## src/rtl/uart_pkg.sv

```systemverilog
// uart_pkg: shared word type, arbiter state encoding and width defaults for the UART TX path
package uart_pkg;
  localparam int DEF_BIT_PER_WORD = 8;
  localparam int DEF_W_OUT = 24;
  typedef logic [DEF_BIT_PER_WORD-1:0] word_t;
  typedef enum logic [1:0] {IDLE, OFFER, LOCK} arb_state_e;
endpackage

```

## src/rtl/uart_tx_arbiter_rr_pick.sv

```systemverilog
// rr_pick: combinational round-robin priority encoder searching from ptr upward modulo NUM_REQ
module rr_pick #(
  parameter int NUM_REQ = 4,
  localparam int IW = NUM_REQ > 1 ? $clog2(NUM_REQ) : 1
) (
  input  logic [NUM_REQ-1:0] req,
  input  logic [IW-1:0]      ptr,
  output logic               any,
  output logic [IW-1:0]      idx
);
  always_comb begin
    any = |req;
    idx = '0;
    for (int k = NUM_REQ - 1; k >= 0; k--) begin
      if (req[(int'(ptr) + k) % NUM_REQ]) idx = IW'((int'(ptr) + k) % NUM_REQ);
    end
  end
endmodule

```

## src/rtl/uart_tx_arbiter.sv

```systemverilog
// uart_tx_arbiter: round-robin share of one uart_tx between requesters with per-message grant lock and idle timeout
module uart_tx_arbiter
  import uart_pkg::*;
#(
  parameter int NUM_REQ = 4,
  parameter int BIT_PER_WORD = DEF_BIT_PER_WORD,
  parameter int W_OUT = DEF_W_OUT,
  parameter int LOCK_TIMEOUT = 1024,
  localparam int NUM_WORDS = W_OUT / BIT_PER_WORD,
  localparam int IW = NUM_REQ > 1 ? $clog2(NUM_REQ) : 1,
  localparam int LCW = $clog2(LOCK_TIMEOUT)
) (
  input  logic                                              clk,
  input  logic                                              rstn,
  input  logic [NUM_REQ-1:0]                                req_valid,
  input  logic [NUM_REQ-1:0]                                req_last,
  input  logic [NUM_REQ-1:0][NUM_WORDS-1:0][BIT_PER_WORD-1:0] req_data,
  output logic [NUM_REQ-1:0]                                req_ready,
  output logic                                              m_valid,
  output logic [NUM_WORDS-1:0][BIT_PER_WORD-1:0]            m_data,
  input  logic                                              m_ready,
  output logic [IW-1:0]                                     grant_id,
  output logic                                              busy,
  output logic                                              lock_err
);
  arb_state_e state_q, state_d;
  logic [IW-1:0] rr_ptr_q, rr_ptr_d, grant_id_q, grant_id_d, pick_idx, sel, nxt;
  logic [NUM_WORDS-1:0][BIT_PER_WORD-1:0] m_data_q, m_data_d;
  logic [LCW-1:0] lock_cnt_q, lock_cnt_d;
  logic last_q, last_d, lock_err_q, lock_err_d, pick_any, take;
  rr_pick #(.NUM_REQ(NUM_REQ)) u_pick (.req(req_valid), .ptr(rr_ptr_q), .any(pick_any), .idx(pick_idx));
  always_comb begin
    state_d = state_q;
    rr_ptr_d = rr_ptr_q;
    grant_id_d = grant_id_q;
    m_data_d = m_data_q;
    last_d = last_q;
    lock_cnt_d = lock_cnt_q;
    lock_err_d = 1'b0;
    req_ready = '0;
    nxt = grant_id_q == IW'(NUM_REQ - 1) ? '0 : grant_id_q + IW'(1);
    sel = state_q == LOCK ? grant_id_q : pick_idx;
    take = rstn && (state_q == IDLE ? pick_any : state_q == LOCK && req_valid[grant_id_q]);
    if (take) begin
      req_ready[sel] = 1'b1;
      m_data_d = req_data[sel];
      grant_id_d = sel;
      last_d = req_last[sel];
      lock_cnt_d = '0;
      state_d = OFFER;
    end
    if (state_q == OFFER && m_ready) begin
      rr_ptr_d = last_q ? nxt : rr_ptr_q;
      lock_cnt_d = '0;
      state_d = last_q ? IDLE : LOCK;
    end
    if (state_q == LOCK && !take) begin
      lock_err_d = lock_cnt_q == LCW'(LOCK_TIMEOUT - 1);
      lock_cnt_d = lock_err_d ? lock_cnt_q : lock_cnt_q + LCW'(1);
      rr_ptr_d = lock_err_d ? nxt : rr_ptr_q;
      state_d = lock_err_d ? IDLE : LOCK;
    end
  end
  always_ff @(posedge clk) begin
    if (!rstn) begin
      state_q <= IDLE;
      rr_ptr_q <= '0;
      grant_id_q <= '0;
      m_data_q <= '0;
      last_q <= 1'b0;
      lock_cnt_q <= '0;
      lock_err_q <= 1'b0;
    end else begin
      state_q <= state_d;
      rr_ptr_q <= rr_ptr_d;
      grant_id_q <= grant_id_d;
      m_data_q <= m_data_d;
      last_q <= last_d;
      lock_cnt_q <= lock_cnt_d;
      lock_err_q <= lock_err_d;
    end
  end
  assign m_valid = state_q == OFFER;
  assign m_data = m_data_q;
  assign grant_id = grant_id_q;
  assign busy = state_q != IDLE;
  assign lock_err = lock_err_q;
endmodule

```

## config.mk

```make
export PLATFORM = sky130hd
export DESIGN_NAME = uart_tx_arbiter
export DESIGN_NICKNAME = d
export VERILOG_FILES = /design/src/rtl/uart_pkg.sv /design/src/rtl/uart_tx_arbiter_rr_pick.sv /design/src/rtl/uart_tx_arbiter.sv
export SDC_FILE = /design/constraint.sdc
export NUM_CORES = 1
export LEC_CHECK = 0
export ABC_AREA = 1
export CAP_MARGIN = 20
export CORE_MARGIN = 8
export CORE_UTILIZATION = 39
export CTS_CLUSTER_DIAMETER = 40
export CTS_CLUSTER_SIZE = 10
export DETAILED_ROUTE_END_ITERATION = 8
export GPL_TIMING_DRIVEN = 1
export PLACE_DENSITY = 0.74
export SKIP_CTS_REPAIR_TIMING = 1
export SLEW_MARGIN = 20
export SYNTH_ARGS = -nofsm -noshare
export SYNTH_HDL_FRONTEND = slang
export SYNTH_SLANG_ARGS = --single-unit
```

## constraint.sdc

```tcl
create_clock -name clk -period 1.9 [get_ports clk]
set_input_delay 0.475 -clock clk [delete_from_list [all_inputs] [get_ports clk]]
set_output_delay 0.475 -clock clk [all_outputs]
set_load 0.02 [all_outputs]
```

==> Yosys cells after proc, flatten, opt, wreduce, memory -nomap -nowiden <==
Index checks and enable logic that the tools add are counted.
{ "word_totals": {"regBits": 42, "latch_bits": 0, "ramBits": 0, "rom_bits": 0, "in_bits": 107, "output_inout_bits": 33, "wordCells": 88, "mem_count": 0} }
{ "op_classes": {"addsub": 5, "multipliers": 0, "n_div": 0, "order_cmp": 7, "eq_ne": 6, "shifts": 0, "muxes": 40, "bitwise": 3, "reduce_logical": 18} }
{ "op_table": {"columns": ["operator", "count"], "rows": [
  ["binary-select mux 24 bit (select 2 bit)", 1],
  ["2-to-1 mux 10 bit", 4],
  ["2-to-1 mux 2 bit", 15],
  ["2-to-1 mux 24 bit", 1],
  ["binary-select mux 1 bit (select 2 bit)", 6],
  ["< comparator 3 x 4 -> 1 bit (second input constant)", 3],
  ["2-to-1 mux 1 bit", 11],
  ["adder 10 x 1 -> 10 bit (second input constant)", 1],
  ["equality test 10 bit (second input constant)", 1],
  ["< comparator 2 x 3 -> 1 bit (second input constant)", 3],
  ["nonzero test 2 bit", 3],
  ["OR reduction 2 bit", 3],
  ["logical AND 1 bit", 5],
  ["adder 2 x 1 -> 2 bit (second input constant)", 2],
  ["adder 2 bit (second input constant)", 2],
  ["equality test 2 bit (second input constant)", 2],
  ["2-to-1 mux 4 bit", 1],
  ["AND reduction 2 bit", 2],
  ["OR reduction 4 bit", 1],
  ["bitwise AND 1 bit (first input constant)", 3],
  ["AND reduction 3 bit", 1],
  ["nonzero test 3 bit", 1],
  ["demux 1 bit (select 2 bit)", 1],
  ["equality test 2 x 1 -> 1 bit (second input constant)", 1],
  ["other kinds (5)", 5]
]} }

==> Logic depth before layout (Yosys ltp) <==
Gate-level depths: netlist (run 1).
{ "depth": {"depth_word": 16, "mapped_depth": 17, "ltp_nobuf": 15} }

==> By module <==
From an unflattened synthesis (run 1), not the netlist that was laid out.
{ "hier_totals": {"hier_cells": 460, "hier_area_um2": 2755.1} }
{ "modules_own_cells": {"columns": ["mod", "instances", "cells_each", "area_per_inst_um2", "seq_area_each_um2"], "rows": [
  ["uart_tx_arbiter", 1, 414, 2566.2, 840.8],
  ["rr_pick", 1, 46, 188.9, 0.0]
]} }

==> Least setup slack after synthesis (run 1) <==
No wires, ideal clock.
{ "synth_path": {"kind": "input to output", "start": "in req_valid[1]", "end": "out req_ready[0]", "arrival_ns": 1.868, "t_required_ns": 1.425, "path_slack_ns": -0.443, "path_stages": 13, "path_buffers": 1, "path_cell_list": "inv_1 -> nand2_1 -> and2_1 -> nand2_1 -> nand2_1 -> inv_1 -> nand2_1 -> nand2_1 -> nand3_2 -> nand2_4 -> buf_4 -> inv_1 -> nor3_1"} }
{ "synth_between": {"elab_chain_len": 13, "word_cells_on_any_way": 28, "cone_classes": "order compare: 2; mux: 22; reduce/logical: 4"} }
{ "synth_rtl": {"columns": ["item", "line_no", "text"], "rows": [
  ["start, declared", "uart_tx_arbiter.sv:15", "input logic [NUM_REQ-1:0] req_valid,"],
  ["binary-select mux 1 bit (select 2 bit)", "uart_tx_arbiter_rr_pick.sv:15", "if (req[(int'(ptr) + k) % NUM_REQ]) idx = IW'((int'(ptr) + k) % NUM_REQ);"],
  ["2-to-1 mux 1 bit (not written as such) (2 in a row)", "uart_tx_arbiter_rr_pick.sv:15", null],
  ["2-to-1 mux 2 bit (4 in a row)", "uart_tx_arbiter_rr_pick.sv:15", null],
  ["2-to-1 mux 2 bit", "uart_tx_arbiter.sv:42", "sel = state_q == LOCK ? grant_id_q : pick_idx;"],
  ["< comparator 2 x 3 -> 1 bit (not written as such) / >= comparator 2 x 1 -> 1 bit (equally long branches)", "uart_tx_arbiter.sv:45", "req_ready[sel] = 1'b1;"],
  ["logical AND 1 bit (not written as such)", "uart_tx_arbiter.sv:45", null],
  ["2-to-1 mux 1 bit (not written as such)", "uart_tx_arbiter.sv:45", null],
  ["demux 1 bit (select 2 bit)", "uart_tx_arbiter.sv:45", null],
  ["2-to-1 mux 4 bit (*)", "uart_tx_arbiter.sv:44", "if (take) begin"],
  ["end, declared", "uart_tx_arbiter.sv:18", "output logic [NUM_REQ-1:0] req_ready,"]
]} }
Every way passes the cells marked *; elsewhere a longest branch is shown, timed or not. The select of a mux whose other input is x is not followed.

==> Worst setup path in the final report (run 1) <==
{ "layout_path": {"start": "reg rr_ptr_q[0]", "end": "out req_ready[2]"} }
{ "layout_between": {"elab_chain_len": 14, "word_cells_on_any_way": 25, "cone_classes": "add/sub: 3; order compare: 2; mux: 19; reduce/logical: 1"} }
{ "layout_rtl": {"columns": ["item", "line_no", "text"], "rows": [
  ["start, declared", "uart_tx_arbiter.sv:27", "logic [IW-1:0] rr_ptr_q, rr_ptr_d, grant_id_q, grant_id_d, pick_idx, sel, nxt;"],
  ["start signal, assigned", "uart_tx_arbiter.sv:75", "rr_ptr_q <= rr_ptr_d;"],
  ["adder 2 bit", "uart_tx_arbiter_rr_pick.sv:15", null],
  ["binary-select mux 1 bit (select 2 bit)", "uart_tx_arbiter_rr_pick.sv:15", null],
  ["2-to-1 mux 1 bit (not written as such) (2 in a row)", "uart_tx_arbiter_rr_pick.sv:15", null],
  ["2-to-1 mux 2 bit (3 in a row)", "uart_tx_arbiter_rr_pick.sv:15", null],
  ["2-to-1 mux 2 bit (*)", "uart_tx_arbiter_rr_pick.sv:15", null],
  ["2-to-1 mux 2 bit (*)", "uart_tx_arbiter.sv:42", null],
  ["< comparator 2 x 3 -> 1 bit (not written as such) / >= comparator 2 x 1 -> 1 bit (equally long branches)", "uart_tx_arbiter.sv:45", null],
  ["logical AND 1 bit (not written as such)", "uart_tx_arbiter.sv:45", null],
  ["2-to-1 mux 1 bit (not written as such)", "uart_tx_arbiter.sv:45", null],
  ["demux 1 bit (select 2 bit) (*)", "uart_tx_arbiter.sv:45", null],
  ["2-to-1 mux 4 bit (*)", "uart_tx_arbiter.sv:44", null]
]} }
Marked as above.

==> results.json, run 1 <==
{
  "setup_slack_ns": -0.533,
  "die-area_um2": 11300,
  "fmax_mhz": 411,
  "final.period_utilization_pct": 128,
  "io_pins": 140,
  "port_buffers": 139,
  "vias_per_cell": 5.04,
  "syn-num-nets": 657,
  "timing.hold.ws_ns": 0.452,
  "report.final.slew_viol_count": 0,
  "routabilityCongestion": 0.926,
  "status": "complete, but fails checks",
  "post-synth-top-count-cell": "nand2_1",
  "firstDrtPassIters": 7,
  "overflow": 0,
  "synth_top_area_cell": "dfxtp_1",
  "fin_cells": 849,
  "insertion_delay_ns": 0.30,
  "cts_sinks": 42,
  "grt_pass1_vias": 3748,
  "cp-start-kind": "register",
  "routedWlPerCell_um": 15.4,
  "die_y_um": 106,
  "period_minus_slack_ns": 2.43,
  "ir_drop_mv": 0.685,
  "cts_buffer_depth": 2,
  "setup_viol_count_final": 29,
  "leakage_nw": 2.87,
  "fill_cells": 615,
  "drt_iter0_markers": 209,
  "synth-seq-cells": 42,
  "rsz0062_at_grt": "yes",
  "start_util_pct": 39.4,
  "fp.coreArea_um2": 8050,
  "drc": 0,
  "tightest_slew_ns": 0.402,
  "crit_required_ns": 1.42,
  "grt_use_total_pct": 18.6,
  "die_w_um": 106,
  "rows": 33,
  "cts_tree": "yes",
  "synthTopCellsByCount": "177 x nand2_1, 109 x nand3_1, 100 x inv_1, 42 x dfxtp_1, 19 x or2_1",
  "antenna_found_initial": 0,
  "cap_violations": 0,
  "place_hpwl_um": 8330,
  "placed_cells": 816,
  "relSlewSlack_pct": 73.1,
  "stdcell_area_um2": 5800,
  "area_growth_pct": 82.7,
  "cp_max_fo": 6,
  "vias": 4276,
  "cts_made_buffers": 5,
  "diodes": 0,
  "grt_max_degree": 71,
  "synth-main-ff-cell": "dfxtp_1",
  "synth_area_um2": 3170,
  "holdCritPathClass": "reg2reg",
  "cp-end-kind": "primary output",
  "yosysWarnings": 0,
  "h-tree-depth": 2,
  "path_clk_slew_ns": 0.08,
  "placedInstanceArea_um2": 5000,
  "critPathArrivalTime_ns": 1.96,
  "syn_inst": 548,
  "synth_area_leaders": "dfxtp_1 26%, nand2_1 21%, nand3_1 17%, inv_1 12%, or2_1 3.7%",
  "hold_viol": 0,
  "root_buffer": "clkbuf_8",
  "drt_wl_total_um": 13100,
  "ys_types": 33,
  "power.density_nw_per_um2": 1390,
  "ant_nets": 0,
  "grt_pass1_wl_um": 17400,
  "skew_ns": 0.00621,
  "violations": "negative setup slack",
  "critPathKind": "reg2out",
  "tns_ns": -4.00,
  "ys_async_sr_fraction_pct": 0,
  "yosysTopAreaCellShare_pct": 26.5,
  "seq_area_frac_synth_pct": 26.5,
  "syn_avg_cell_area_um2": 5.79,
  "synth-edff-count": 0,
  "fin_nets": 852,
  "drive_above_1_share_pct": 23.1
}
-- cell type report --
cell class	count	area [um2]	share of cell area, %
timing repair buffer	208	2180	37.6
clock inverter	3	21.3	0.367
inverter	108	443	7.64
clock buffer	5	68.8	1.19
tap	105	131	2.27
sequential	42	852	14.7
multi-input combinational	378	2100	36.2
-- state kept, by name, summed over array words and instances, names as in the netlist --
register / cells
lock_cnt_q: 10
rr_ptr_q: 2
state_q: 2
grant_id: 2
last_q: 1
m_data: 24
lock_err: 1
-- report_power, final --
| group | leakage [nW] | total, mW | switching, mW | internal (mW) |
|---|---|---|---|---|
| clock | 0.0441 | 0.598 | 0.339 | 0.259 |
| combinational | 2.48 | 6.07 | 3.18 | 2.89 |
| sequential | 0.348 | 1.38 | 0.191 | 1.19 |
| total | 2.87 | 8.05 | 3.71 | 4.34 |
-- through the flow --
step                util [%]  setup slack (ns)  total power [mW]
floorplan                  -            -0.158              4.10
global placement        62.1             -1.18              5.58
detailed placement      62.1             -1.24              5.63
CTS                     63.2             -1.26              6.25
global route            72.0            -0.656              8.58
finish                  72.0            -0.533              8.05
-- routing by layer --
| metal | global-route usage [%] | part of all wire (%) | routed length (um) |
|---|---|---|---|
| met5 | 0 | 0 | 0 |
| met4 | 5.43 | 3.6 | 470 |
| met3 | 5.14 | 8.1 | 1060 |
| met2 | 32.5 | 49 | 6410 |
| met1 | 21.6 | 39 | 5160 |
-- logic make-up after synthesis --
kind of cell             synth area share [%]
AO/OA/AOI/OAI                            5.99
AND/OR/NAND/NOR                          48.8
flip-flops                               26.5
XOR/XNOR                                0.552
buffers and inverters                    17.4
adder cells (fa/ha/maj)                 0.789
-- layout by cell type (no fill, tap or decap), drive strengths merged --
cell type	n
and2	1
nand2	185
or2	21
dlymetal6s2s	6
o21ai	11
clkbuf	11
clkinv	2
nor2	19
nor3	2
dfxtp	42
o311ai	1
o211ai	2
a31o	1
a21oi	16
clkinvlp	1
buf	68
inv	108
nand4	2
nor3b	3
clkdlybuf4s50	128
ha	2
nand3	110
xor2	2
-- path summary, 6_finish.rpt --
check	startpoint	endpoint	slack [ns]	depth (start not counted)
min reg2reg	m_data[5]$_SDFFE_PN0P_	m_data[5]$_SDFFE_PN0P_	0.45	2
max	rr_ptr_q[0]$_SDFFE_PN0P_	req_ready[2]	-0.53	15
min	m_data[5]$_SDFFE_PN0P_	m_data[5]$_SDFFE_PN0P_	0.45	2
max reg2reg	rr_ptr_q[0]$_SDFFE_PN0P_	m_data[15]$_SDFFE_PN0P_	-0.15	17
-- critical path: stages (launching register included) --
cell	delay (ns)
dfxtp_4	0.40
buf_6	0.14
nand2_2	0.05
nand2_2	0.06
nor2_4	0.12
nand2_2	0.06
nand2_2	0.05
nand2_2	0.05
nand3_2	0.05
nand2_2	0.06
o21ai_4	0.10
inv_4	0.08
nor2_4	0.15
inv_4	0.05
nor2_4	0.10
buf_6	0.13
No activity file was read; power rests on OpenSTA's default activity.
==> run 2: changes to the inputs <==
--- a/config.mk
+++ b/config.mk
@@ -13,6 +13,7 @@
 export CTS_CLUSTER_SIZE = 10
 export DETAILED_ROUTE_END_ITERATION = 8
 export GPL_TIMING_DRIVEN = 1
+export MAX_ROUTING_LAYER = met4
 export PLACE_DENSITY = 0.74
 export SKIP_CTS_REPAIR_TIMING = 1
 export SLEW_MARGIN = 20
==> run 2 against run 1 <==
  * The flow still finishes with violations (negative setup slack)
  * Clock power fell by 3%
  * Cell count shrank 2.4%
  * Register-to-register slack about the same
  * Total power shrank 15%
  * First-iteration DRC count fell by 5.7%
  * Non-clock buffer count decreased by 19
  * Largest power group unchanged
  * Highest routed layer unchanged
==> results.json, run 2 (synthesized netlist as in run 1, its figures left out) <==
{
  "status": "complete, but fails checks",
  "violations": "negative setup slack",
  "period_minus_slack_ns": 2.40,
  "final.period_utilization_pct": 127,
  "placedInstanceArea_um2": 4980,
  "holdPathStages": 2,
  "rrSetupSlack_ns": -0.14,
  "critPathKind": "reg2out",
  "critPathArrivalTime_ns": 1.93,
  "hold_viol": 0,
  "grt_use_met3_pct": 3.81,
  "port_buffers": 139,
  "cts_buffer_depth": 2,
  "skew_ns": 0.00468,
  "tightest_slew_ns": 0.290,
  "met2_usage_pct": 32.5,
  "layout_common_cells": "166 x nand2_1, 127 x clkdlybuf4s50_1, 106 x nand3_1",
  "setup_viol_count_final": 29,
  "drive_above_1_share_pct": 17.1,
  "crit_required_ns": 1.42,
  "reg2reg_to": "m_data[21]$_SDFFE_PN0P_",
  "cap_violations": 0,
  "io_pins": 140,
  "routabilityCongestion": 0.940,
  "cpPeakStageDelay_ns": 0.39,
  "setup_slack_ns": -0.504,
  "drt_iter0_markers": 197,
  "grt_pass1_vias": 3726,
  "cts_tree": "yes",
  "cp_slowest_cell": "dfxtp_4",
  "r2r-start": "rr_ptr_q[0]$_SDFFE_PN0P_",
  "cp_cell_sequence": "buf_6, nand2_2, nand2_2, nor2_4, nand2_1, nand2_1, nand2_1, nand3_1, nand2_2, o21ai_4, inv_4, nor2_4, inv_4, nor2_4, buf_6",
  "cp-end-kind": "primary output",
  "timing.hold.ws_ns": 0.453,
  "cts_sinks": 42,
  "vias_per_cell": 4.78,
  "layout_commonest_cell": "nand2_1",
  "overflow": 0,
  "busiest_layer": "met2",
  "fp.coreArea_um2": 8050,
  "fill_cells": 741,
  "area_growth_pct": 68.8,
  "insertion_delay_ns": 0.29,
  "min-delay-start": "m_data[0]$_SDFFE_PN0P_",
  "root_buffer": "clkbuf_8",
  "fmax_mhz": 416,
  "die_y_um": 106,
  "grt_max_degree": 71,
  "path_clk_slew_ns": 0.09,
  "routedWlPerCell_um": 13.4,
  "grtUsageMet1_pct": 22.0,
  "stdcell_area_um2": 5360,
  "rows": 33,
  "h-tree-depth": 2,
  "fin_nets": 832,
  "grt_use_total_pct": 18.7,
  "cts_made_buffers": 5,
  "diodes": 0,
  "cp_max_fo": 6,
  "largest_register_ffs": 24,
  "dpl_worst_slack_ns": -1.27,
  "place_hpwl_um": 8320,
  "leakage_nw": 2.69,
  "holdCritPathClass": "reg2reg",
  "start_util_pct": 39.4,
  "power.density_nw_per_um2": 1270,
  "reg2reg_depth": 14,
  "die-area_um2": 11300,
  "relSlewSlack_pct": 80.3,
  "drc": 0,
  "cp-start-kind": "register",
  "min_to": "m_data[0]$_SDFFE_PN0P_",
  "ir_drop_mv": 0.652,
  "rsz0062_at_grt": "yes",
  "ant_nets": 0,
  "vias": 3960,
  "report.final.slew_viol_count": 0,
  "drt_wl_total_um": 11100,
  "die_w_um": 106,
  "firstDrtPassIters": 5,
  "antenna_found_initial": 0,
  "grt_pass1_wl_um": 17200
}
## run 2: cell types whose count changed in the layout (fill, tap and decap cells not counted), moves of 2 or more
| cell | previous run | this run |
|---|---|---|
| buf_12 | 6 | 2 |
| buf_6 | 20 | 7 |
| clkbuf_16 | 5 | 2 |
| nand2_1 | 154 | 166 |
| nand2_2 | 22 | 12 |
| nand2_4 | 6 | 4 |
| nand3_1 | 90 | 106 |
| nand3_2 | 18 | 3 |
## run 2: area by class of cell
| type | count | area, um2 | share of cell area (%) |
|---|---|---|---|
| Clock buffer | 5 | 68.8 | 1.28 |
| Clock inverter | 3 | 21.3 | 0.397 |
| Inverter | 108 | 438 | 8.18 |
| Multi-Input combinational cell | 377 | 1960 | 36.5 |
| Sequential cell | 42 | 851 | 15.9 |
| Tap cell | 105 | 131 | 2.45 |
| Timing Repair Buffer | 189 | 1890 | 35.3 |
## run 2: critical path, delay by kind of cell (launching register included)
kind | cells | cell delay [ns]
AND/OR/NAND/NOR | 10 | 0.76
flip-flops | 1 | 0.39
buffers and inverters | 4 | 0.38
AO/OA/AOI/OAI | 1 | 0.11
## run 2: where the power goes
| group | switching (mW) | internal [mW] | total [mW] |
|---|---|---|---|
| Combinational | 2.66 | 2.19 | 4.85 |
| Sequential | 0.189 | 1.19 | 1.38 |
| Clock | 0.325 | 0.259 | 0.583 |
## run 2: layer usage
metal / vias to the layer above / routed length [um]
met5: - / 0
met4: 0 / 92
met3: 8 / 700
met2: 136 / 5640
met1: 1781 / 4640
li1: 2035 / -
## run 2: metrics by stage
| step | cells | util [%] | TNS, ns | power (mW) |
|---|---|---|---|---|
| floorplan | 548 | - | -0.521 | 4.10 |
| global placement | 814 | 61.9 | -32.62 | 5.56 |
| detailed placement | 814 | 61.9 | -35.32 | 5.64 |
| CTS | 822 | 63.0 | -23.42 | 6.25 |
| global route | 829 | 66.5 | -8.35 | 7.39 |
| finish | 829 | 66.5 | -3.25 | 6.81 |
## run 2: how the worst max path moves through the flow
stage | startpoint | endpoint | slack (ns) | cells after the start
2_1_floorplan | rr_ptr_q[0]$_SDFFE_PN0P_ | req_ready[2] | -0.16 | 16
3_3_place_gp | req_valid[1] | req_ready[1] | -1.17 | 16
3_5_place_dp | req_valid[1] | req_ready[1] | -1.27 | 15
4_1_cts | req_valid[1] | req_ready[1] | -1.28 | 15
5_1_grt | rr_ptr_q[0]$_SDFFE_PN0P_ | req_ready[2] | -0.62 | 15
6_report | rr_ptr_q[0]$_SDFFE_PN0P_ | req_ready[2] | -0.50 | 15
